$ cat config.mk
export PLATFORM = sky130hd
export DESIGN_NAME = npu_if_region_ctrl
export DESIGN_NICKNAME = d
export VERILOG_FILES = /design/src/rtl/npu_if_region_ctrl.sv
export SDC_FILE = /design/constraint.sdc
export NUM_CORES = 1
export LEC_CHECK = 0
export ABC_CLOCK_PERIOD_IN_PS = 3700
export CORE_AREA = 2 2 112 114
export CTS_CLUSTER_DIAMETER = 30
export DETAILED_ROUTE_END_ITERATION = 7
export DIE_AREA = 0 0 114 116
export GPL_ROUTABILITY_DRIVEN = 0
export HOLD_SLACK_MARGIN = 0.12
export PLACE_DENSITY = 0.81
export RECOVER_POWER = 25
export SLEW_MARGIN = 20
export SYNTH_ARGS = -nofsm -noshare
export SYNTH_HDL_FRONTEND = slang
export SYNTH_SLANG_ARGS = --single-unit
$ cat constraint.sdc
create_clock -name clk_i -period 3.7 [get_ports clk_i]
set_input_delay 0.74 -clock clk_i [delete_from_list [all_inputs] [get_ports clk_i]]
set_output_delay 0.74 -clock clk_i [all_outputs]
set_load 0.03 [all_outputs]
$ cat src/rtl/npu_if_region_ctrl.sv
// Bus slave that decodes an address window into NumRegions SRAM-backed regions, inserting read
// wait states, deferring reads that collide with a write data phase, and giving two-cycle ERRORs.
module npu_if_region_ctrl #(
    parameter int unsigned           DWidth      = 32,
    parameter int unsigned           NumRegions  = 4,
    parameter int unsigned           RegionAw    = 14,
    parameter logic [DWidth-1:0]     BaseTag     = 'h0002,
    parameter int unsigned           ReadLatency = 2,
    parameter logic [NumRegions-1:0] RoMask      = 4'b1000
) (
    input  logic                         clk_i,
    input  logic                         rst_ni,
    input  logic                         sel_i,
    input  logic [1:0]                   trans_i,
    input  logic                         ready_i,
    input  logic                         write_i,
    input  logic [DWidth-1:0]            addr_i,
    input  logic [DWidth-1:0]            wdata_i,
    output logic [NumRegions-1:0]        mem_req_o,
    output logic                         mem_we_o,
    output logic [RegionAw-1:0]          mem_addr_o,
    output logic [DWidth-1:0]            mem_wdata_o,
    input  logic [NumRegions*DWidth-1:0] mem_rdata_i,
    output logic [DWidth-1:0]            rdata_o,
    output logic                         resp_o,
    output logic                         ready_o
);

    localparam int unsigned IdxW   = $clog2(NumRegions);
    localparam int unsigned TagLsb = RegionAw + IdxW;
    localparam int unsigned TagW   = DWidth - TagLsb;
    localparam int unsigned CntW   = $clog2(ReadLatency + 2);

    localparam logic [TagW-1:0] TagVal      = BaseTag[TagW-1:0];
    localparam logic [CntW-1:0] LastCnt     = CntW'(ReadLatency - 1);
    localparam logic [1:0]      TransNonseq = 2'b10;
    localparam logic [1:0]      TransSeq    = 2'b11;

    typedef enum logic [2:0] {
        ST_IDLE,
        ST_WRITE,
        ST_RDWAIT,
        ST_RDDEFER,
        ST_ERR1,
        ST_ERR2
    } state_e;

    state_e                state_q;
    logic                  ready_q;
    logic                  resp_q;
    logic [CntW-1:0]       cnt_q;
    logic                  rdValid_q;
    logic [IdxW-1:0]       wrRegion_q;
    logic [RegionAw-1:0]   wrOffset_q;
    logic [IdxW-1:0]       rdRegion_q;
    logic [RegionAw-1:0]   rdOffset_q;
    logic [DWidth-1:0]     rdataHold_q;

    logic [IdxW-1:0]       addrIdx;
    logic [RegionAw-1:0]   addrOff;
    logic [TagW-1:0]       addrTag;
    logic                  activeTrans;
    logic                  accept;
    logic                  isErr;
    logic                  issueNow;
    logic [DWidth-1:0]     rdSlice;
    logic [NumRegions-1:0] memReq;
    logic                  memWe;
    logic [RegionAw-1:0]   memAddr;

    assign addrIdx = addr_i[TagLsb-1:RegionAw];
    assign addrOff = addr_i[RegionAw-1:0];
    assign addrTag = addr_i[DWidth-1:TagLsb];

    // Only states with ready_o high take a new address phase; reset also blocks acceptance so
    // no strobe can leak out while rst_ni is held low.
    assign activeTrans = (trans_i == TransNonseq) || (trans_i == TransSeq);
    assign accept      = rst_ni & sel_i & ready_i & activeTrans & ready_q;
    assign isErr       = (addrTag != TagVal) | (write_i & RoMask[addrIdx]);
    assign issueNow    = accept & ~isErr & ~write_i & (state_q != ST_WRITE);

    assign rdSlice = mem_rdata_i[rdRegion_q*DWidth +: DWidth];

    // The write data phase owns the port, then a deferred read, otherwise a fresh read is
    // issued straight from the address phase.
    always_comb begin
        memReq  = '0;
        memWe   = 1'b0;
        memAddr = '0;
        if (state_q == ST_WRITE) begin
            memReq[wrRegion_q] = 1'b1;
            memWe              = 1'b1;
            memAddr            = wrOffset_q;
        end else if (state_q == ST_RDDEFER) begin
            memReq[rdRegion_q] = 1'b1;
            memAddr            = rdOffset_q;
        end else if (issueNow) begin
            memReq[addrIdx] = 1'b1;
            memAddr         = addrOff;
        end
    end

    assign mem_req_o   = memReq;
    assign mem_we_o    = memWe;
    assign mem_addr_o  = memAddr;
    assign mem_wdata_o = wdata_i;
    assign rdata_o     = rdValid_q ? rdSlice : rdataHold_q;
    assign ready_o     = ready_q;
    assign resp_o      = resp_q;

    always_ff @(posedge clk_i or negedge rst_ni) begin
        if (!rst_ni) begin
            state_q     <= ST_IDLE;
            ready_q     <= 1'b1;
            resp_q      <= 1'b0;
            cnt_q       <= '0;
            rdValid_q   <= 1'b0;
            wrRegion_q  <= '0;
            wrOffset_q  <= '0;
            rdRegion_q  <= '0;
            rdOffset_q  <= '0;
            rdataHold_q <= '0;
        end else begin
            rdValid_q <= 1'b0;
            if (rdValid_q) begin
                rdataHold_q <= rdSlice;
            end
            case (state_q)
                ST_RDWAIT: begin
                    if (cnt_q == LastCnt) begin
                        state_q   <= ST_IDLE;
                        ready_q   <= 1'b1;
                        rdValid_q <= 1'b1;
                        cnt_q     <= '0;
                    end else begin
                        cnt_q <= cnt_q + CntW'(1);
                    end
                end
                ST_RDDEFER: begin
                    resp_q <= 1'b0;
                    if (ReadLatency == 1) begin
                        state_q   <= ST_IDLE;
                        ready_q   <= 1'b1;
                        rdValid_q <= 1'b1;
                    end else begin
                        state_q <= ST_RDWAIT;
                        ready_q <= 1'b0;
                        cnt_q   <= CntW'(1);
                    end
                end
                ST_ERR1: begin
                    state_q <= ST_ERR2;
                    ready_q <= 1'b1;
                    resp_q  <= 1'b1;
                end
                ST_IDLE, ST_WRITE, ST_ERR2: begin
                    if (!accept) begin
                        state_q <= ST_IDLE;
                        ready_q <= 1'b1;
                        resp_q  <= 1'b0;
                    end else if (isErr) begin
                        state_q <= ST_ERR1;
                        ready_q <= 1'b0;
                        resp_q  <= 1'b1;
                    end else if (write_i) begin
                        state_q    <= ST_WRITE;
                        ready_q    <= 1'b1;
                        resp_q     <= 1'b0;
                        wrRegion_q <= addrIdx;
                        wrOffset_q <= addrOff;
                    end else if (state_q == ST_WRITE) begin
                        state_q    <= ST_RDDEFER;
                        ready_q    <= 1'b0;
                        resp_q     <= 1'b0;
                        rdRegion_q <= addrIdx;
                        rdOffset_q <= addrOff;
                    end else begin
                        resp_q     <= 1'b0;
                        rdRegion_q <= addrIdx;
                        rdOffset_q <= addrOff;
                        if (ReadLatency == 1) begin
                            state_q   <= ST_IDLE;
                            ready_q   <= 1'b1;
                            rdValid_q <= 1'b1;
                        end else begin
                            state_q <= ST_RDWAIT;
                            ready_q <= 1'b0;
                            cnt_q   <= CntW'(1);
                        end
                    end
                end
                default: begin
                    state_q <= ST_IDLE;
                    ready_q <= 1'b1;
                    resp_q  <= 1'b0;
                    cnt_q   <= '0;
                end
            endcase
        end
    end

    // Sanity properties on the memory-side strobes.
    memReqOneHot: assert property (@(posedge clk_i) disable iff (!rst_ni) $onehot0(mem_req_o));
    memWeQualified: assert property (@(posedge clk_i) disable iff (!rst_ni)
                                     mem_we_o |-> (mem_req_o != '0));

endmodule

==> results of run 1 <==
final timing paths:
kind	from	end	slack (ns)
setup / recovery	addr_i[16]	mem_addr_o[13]	0.24
hold / removal	rdataHold_q[31]	rdataHold_q[31]	0.50
setup reg to reg	state_q[1]	rdRegion_q[1]	1.49
hold reg to reg	rdataHold_q[31]	rdataHold_q[31]	0.50
max in group asynchronous	rst_ni	rdRegion_q[0]	1.31
min in group asynchronous	rst_ni	rdOffset_q[9]	1.21
power breakdown:
part / total, uW / internal [uW] / switching [uW]
Combinational: 453 / 252 / 201
Clock: 884 / 530 / 354
Sequential: 827 / 803 / 24.4
cells by family (layout without fill, tap and decap cells):
logic type             count (synthesis)  count (layout)
muxes                                110             110
DFF                                   72              72
buffers and inverters                 60             254
and+or+nand+nor                       55              55
AOI/OAI and AO/OA                     37              37
state kept, by name, indices dropped and copies added (netlist names):
| register | flops |
|---|---|
| cnt_q | 2 |
| rdOffset_q | 14 |
| rdValid_q | 1 |
| state_q | 3 |
| ready_o | 1 |
| resp_o | 1 |
| rdRegion_q | 2 |
| rdataHold_q | 32 |
| wrOffset_q | 14 |
| wrRegion_q | 2 |
worst max-delay path: cells and delay by family:
| family | cells | cell delay [ns] |
|---|---|---|
| AOI/OAI and AO/OA | 1 | 0.17 |
| buffers and inverters | 3 | 0.88 |
| and+or+nand+nor | 3 | 0.93 |
per-stage QoR:
step | instance area, um^2 | power (uW)
final | 6800 | 2160
after CTS | 6810 | 2190
after global placement | 6500 | 1280
after global routing | 6800 | 2260
after floorplan | 4410 | 1090
after detailed placement | 6500 | 1290
final cells by class:
type	count	share of cell area, %
clock inverters	7	1.16
flip-flops and latches	72	26.5
clock buffers	9	3.31
inverters	5	0.276
repair buffers	233	33.1
well taps	147	2.71
multi-input cells	202	32.9
layout by cell type (no fill, tap or decap), types with 2 or more instances in the layout:
cell type	n
a21oi_1	2
a31oi_1	2
buf_4	30
clkbuf_1	2
clkbuf_16	9
clkdlybuf4s50_1	199
clkinvlp_4	2
dfrtp_1	70
inv_1	5
inv_6	2
mux2_2	54
mux2_4	10
mux2i_1	14
mux4_2	32
nand2_1	21
nand2b_1	3
nand3_1	3
nor2_1	6
nor2b_1	3
nor3_1	5
nor4_4	4
o21ai_0	7
o22ai_1	17
o31ai_1	3
o41ai_1	2
or3_1	2
metal layers:
| layer | vias up | track usage, % | share of wire, % |
|---|---|---|---|
| met2 | 188 | 36.9 | 52 |
| met4 | 0 | 5.12 | 1.1 |
| li1 | 1612 | - | - |
| met1 | 1812 | 22.1 | 36 |
| met3 | 12 | 6.90 | 10 |
| met5 | - | 0 | 0 |
==> flow_metrics.env, run 1 <==
export IMPL_ant_nets=0
export IMPL_clock_latency_ns=0.33
export IMPL_seq_area_um2=1800
export IMPL_rsz0062_at_grt="no"
export IMPL_setup_viol=0
export IMPL_grt_ovfl_total=0
export IMPL_die_h_um=116
export IMPL_synth_xor_area_share_pct=0
export IMPL_yosys_register_bits=72
export IMPL_synth_top_cell_by_area="dfrtp_1"
export IMPL_synth_compound_area_share_pct=5.45
export IMPL_io_buffer_count=218
export IMPL_syn_num_nets=533
export IMPL_drc_errors=0
export IMPL_fin_skew_ns=0.00919
export IMPL_viasPerCell=5.37
export IMPL_via_count=3624
export IMPL_fillers=1010
export IMPL_fin_cells=675
export IMPL_crit_fanout=14
export IMPL_syn2layout_area_growth_pct=54.2
export IMPL_dp_cells=659
export IMPL_critPathKind="input port to output pin"
export IMPL_max_vdd_ir_drop_uv=224
export IMPL_avgSynthCellArea_um2=13.2
export IMPL_synth_top_family_by_area="multiplexers"
export IMPL_initial_core_util_pct=37.0
export IMPL_fin_setup_tns_ns=0
export IMPL_reg2reg_depth=5
export IMPL_wl_per_cell_um=19.7
export IMPL_final_nets=722
export IMPL_worst_setup_path_end_kind="output pin"
export IMPL_power_density_nw_per_um2=318
export IMPL_timing_fmax_mhz=289
export IMPL_ys_top_cells_by_area="dfrtp_1 40%, mux4_2 16%, mux2_2 14%"
export IMPL_ctsResizeCount=0
export IMPL_post_cts_buffers=0
export IMPL_cts_htree_levels=3
export IMPL_root_buffer="clkbuf_16"
export IMPL_cp_common_cell="buf_4"
export IMPL_yosysUniqueCellTypes=39
export IMPL_synthAdderAreaFrac_pct=0
export IMPL_timing_hold_violations_final=0
export IMPL_ys_warn_count=0
export IMPL_fp_dieW_um=114
export IMPL_synth_top_cell_area_share_pct=40.3
export IMPL_required_ns=2.96
export IMPL_track_usage_pct=20.0
export IMPL_layout_drive_gt1_share_pct=29.2
export IMPL_io_pins=284
export IMPL_dp_final_hpwl_um=10200
export IMPL_drtIter0Drc=115
export IMPL_num_rows=40
export IMPL_slowest_delay_ns=0.46
export IMPL_synth_cell_area_um2=4410
export IMPL_slew_headroom_pct=-19.8
export IMPL_die_area_um2=13200
export IMPL_worst_pin_slew_ns=1.80
export IMPL_hold_path_depth=1
export IMPL_multi_input_area_um2=2240
export IMPL_power_leakage_uw=0.00281
export IMPL_diodes=0
export IMPL_cts_max_path_buffers=2
export IMPL_post_synth_top_count_cell="dfrtp_1"
export IMPL_synthMuxAreaShare_pct=36.7
export IMPL_period_share_pct=93.5
export IMPL_hold_ws_ns=0.497
export IMPL_crit_slowest_cell="or3_1"
export IMPL_cp_start_kind="input port"
export IMPL_synth_edff_count=0
export IMPL_grt_pass1_wl_um=20500
export IMPL_antenna_found_initial=0
export IMPL_drtPass1Iterations=4
export IMPL_yosys_top_cells_count="71 x dfrtp_1, 54 x mux2_2, 33 x buf_4"
export IMPL_pre_cts_slack_ns=0.242
export IMPL_violations="max-capacitance violations, max-slew violations"
export IMPL_core_area_um2=11900
export IMPL_maxSlewViolCount=73
export IMPL_synthFlopType="dfrtp_1"
export IMPL_grt_start_max_net_pins=73
export IMPL_drv_cap=1
export IMPL_routed_wirelength_um=13300
export IMPL_numCtsBuffers=9
export IMPL_period_minus_slack_ns=3.46
export IMPL_clk_pin_slew_ns=0.05
export IMPL_post_route_util_pct=57.1
export IMPL_path_cells="clkdlybuf4s50_1, nor4b_4, nand4_4, or3_1, buf_4, o22ai_1, buf_4"
export IMPL_clock_sinks=72
export IMPL_first_global_vias=3952
export IMPL_ys_seq_area_share_pct=40.9
export IMPL_yosys_area_share_simple_pct=8.57
export IMPL_cts_tree="done"
export IMPL_status="finished, violations left"
export IMPL_cts_hold_buf=0
export IMPL_syn_inst=334
export IMPL_arrival_ns=2.72
export IMPL_async_reset_ff_share_pct=100
export IMPL_hold_path_class="flip-flop to flip-flop"
export IMPL_fin_ws_ns=0.240
Power figures use the tool's default switching activity.
==> inputs of run 2 (changes only) <==
--- a/config.mk
+++ b/config.mk
@@ -18,3 +18,4 @@
 export SYNTH_ARGS = -nofsm -noshare
 export SYNTH_HDL_FRONTEND = slang
 export SYNTH_SLANG_ARGS = --single-unit
+export TNS_END_PERCENT = 5
==> results of run 2 <==
Final layout, timing and power as in run 1 (identical DEF).
==> inputs of run 3 (changes only) <==
--- a/config.mk
+++ b/config.mk
@@ -14,6 +14,7 @@
 export HOLD_SLACK_MARGIN = 0.12
 export PLACE_DENSITY = 0.81
 export RECOVER_POWER = 25
+export SKIP_LAST_GASP = 1
 export SLEW_MARGIN = 20
 export SYNTH_ARGS = -nofsm -noshare
 export SYNTH_HDL_FRONTEND = slang
==> results of run 3 <==
Final layout, timing and power as in run 1 (identical DEF).
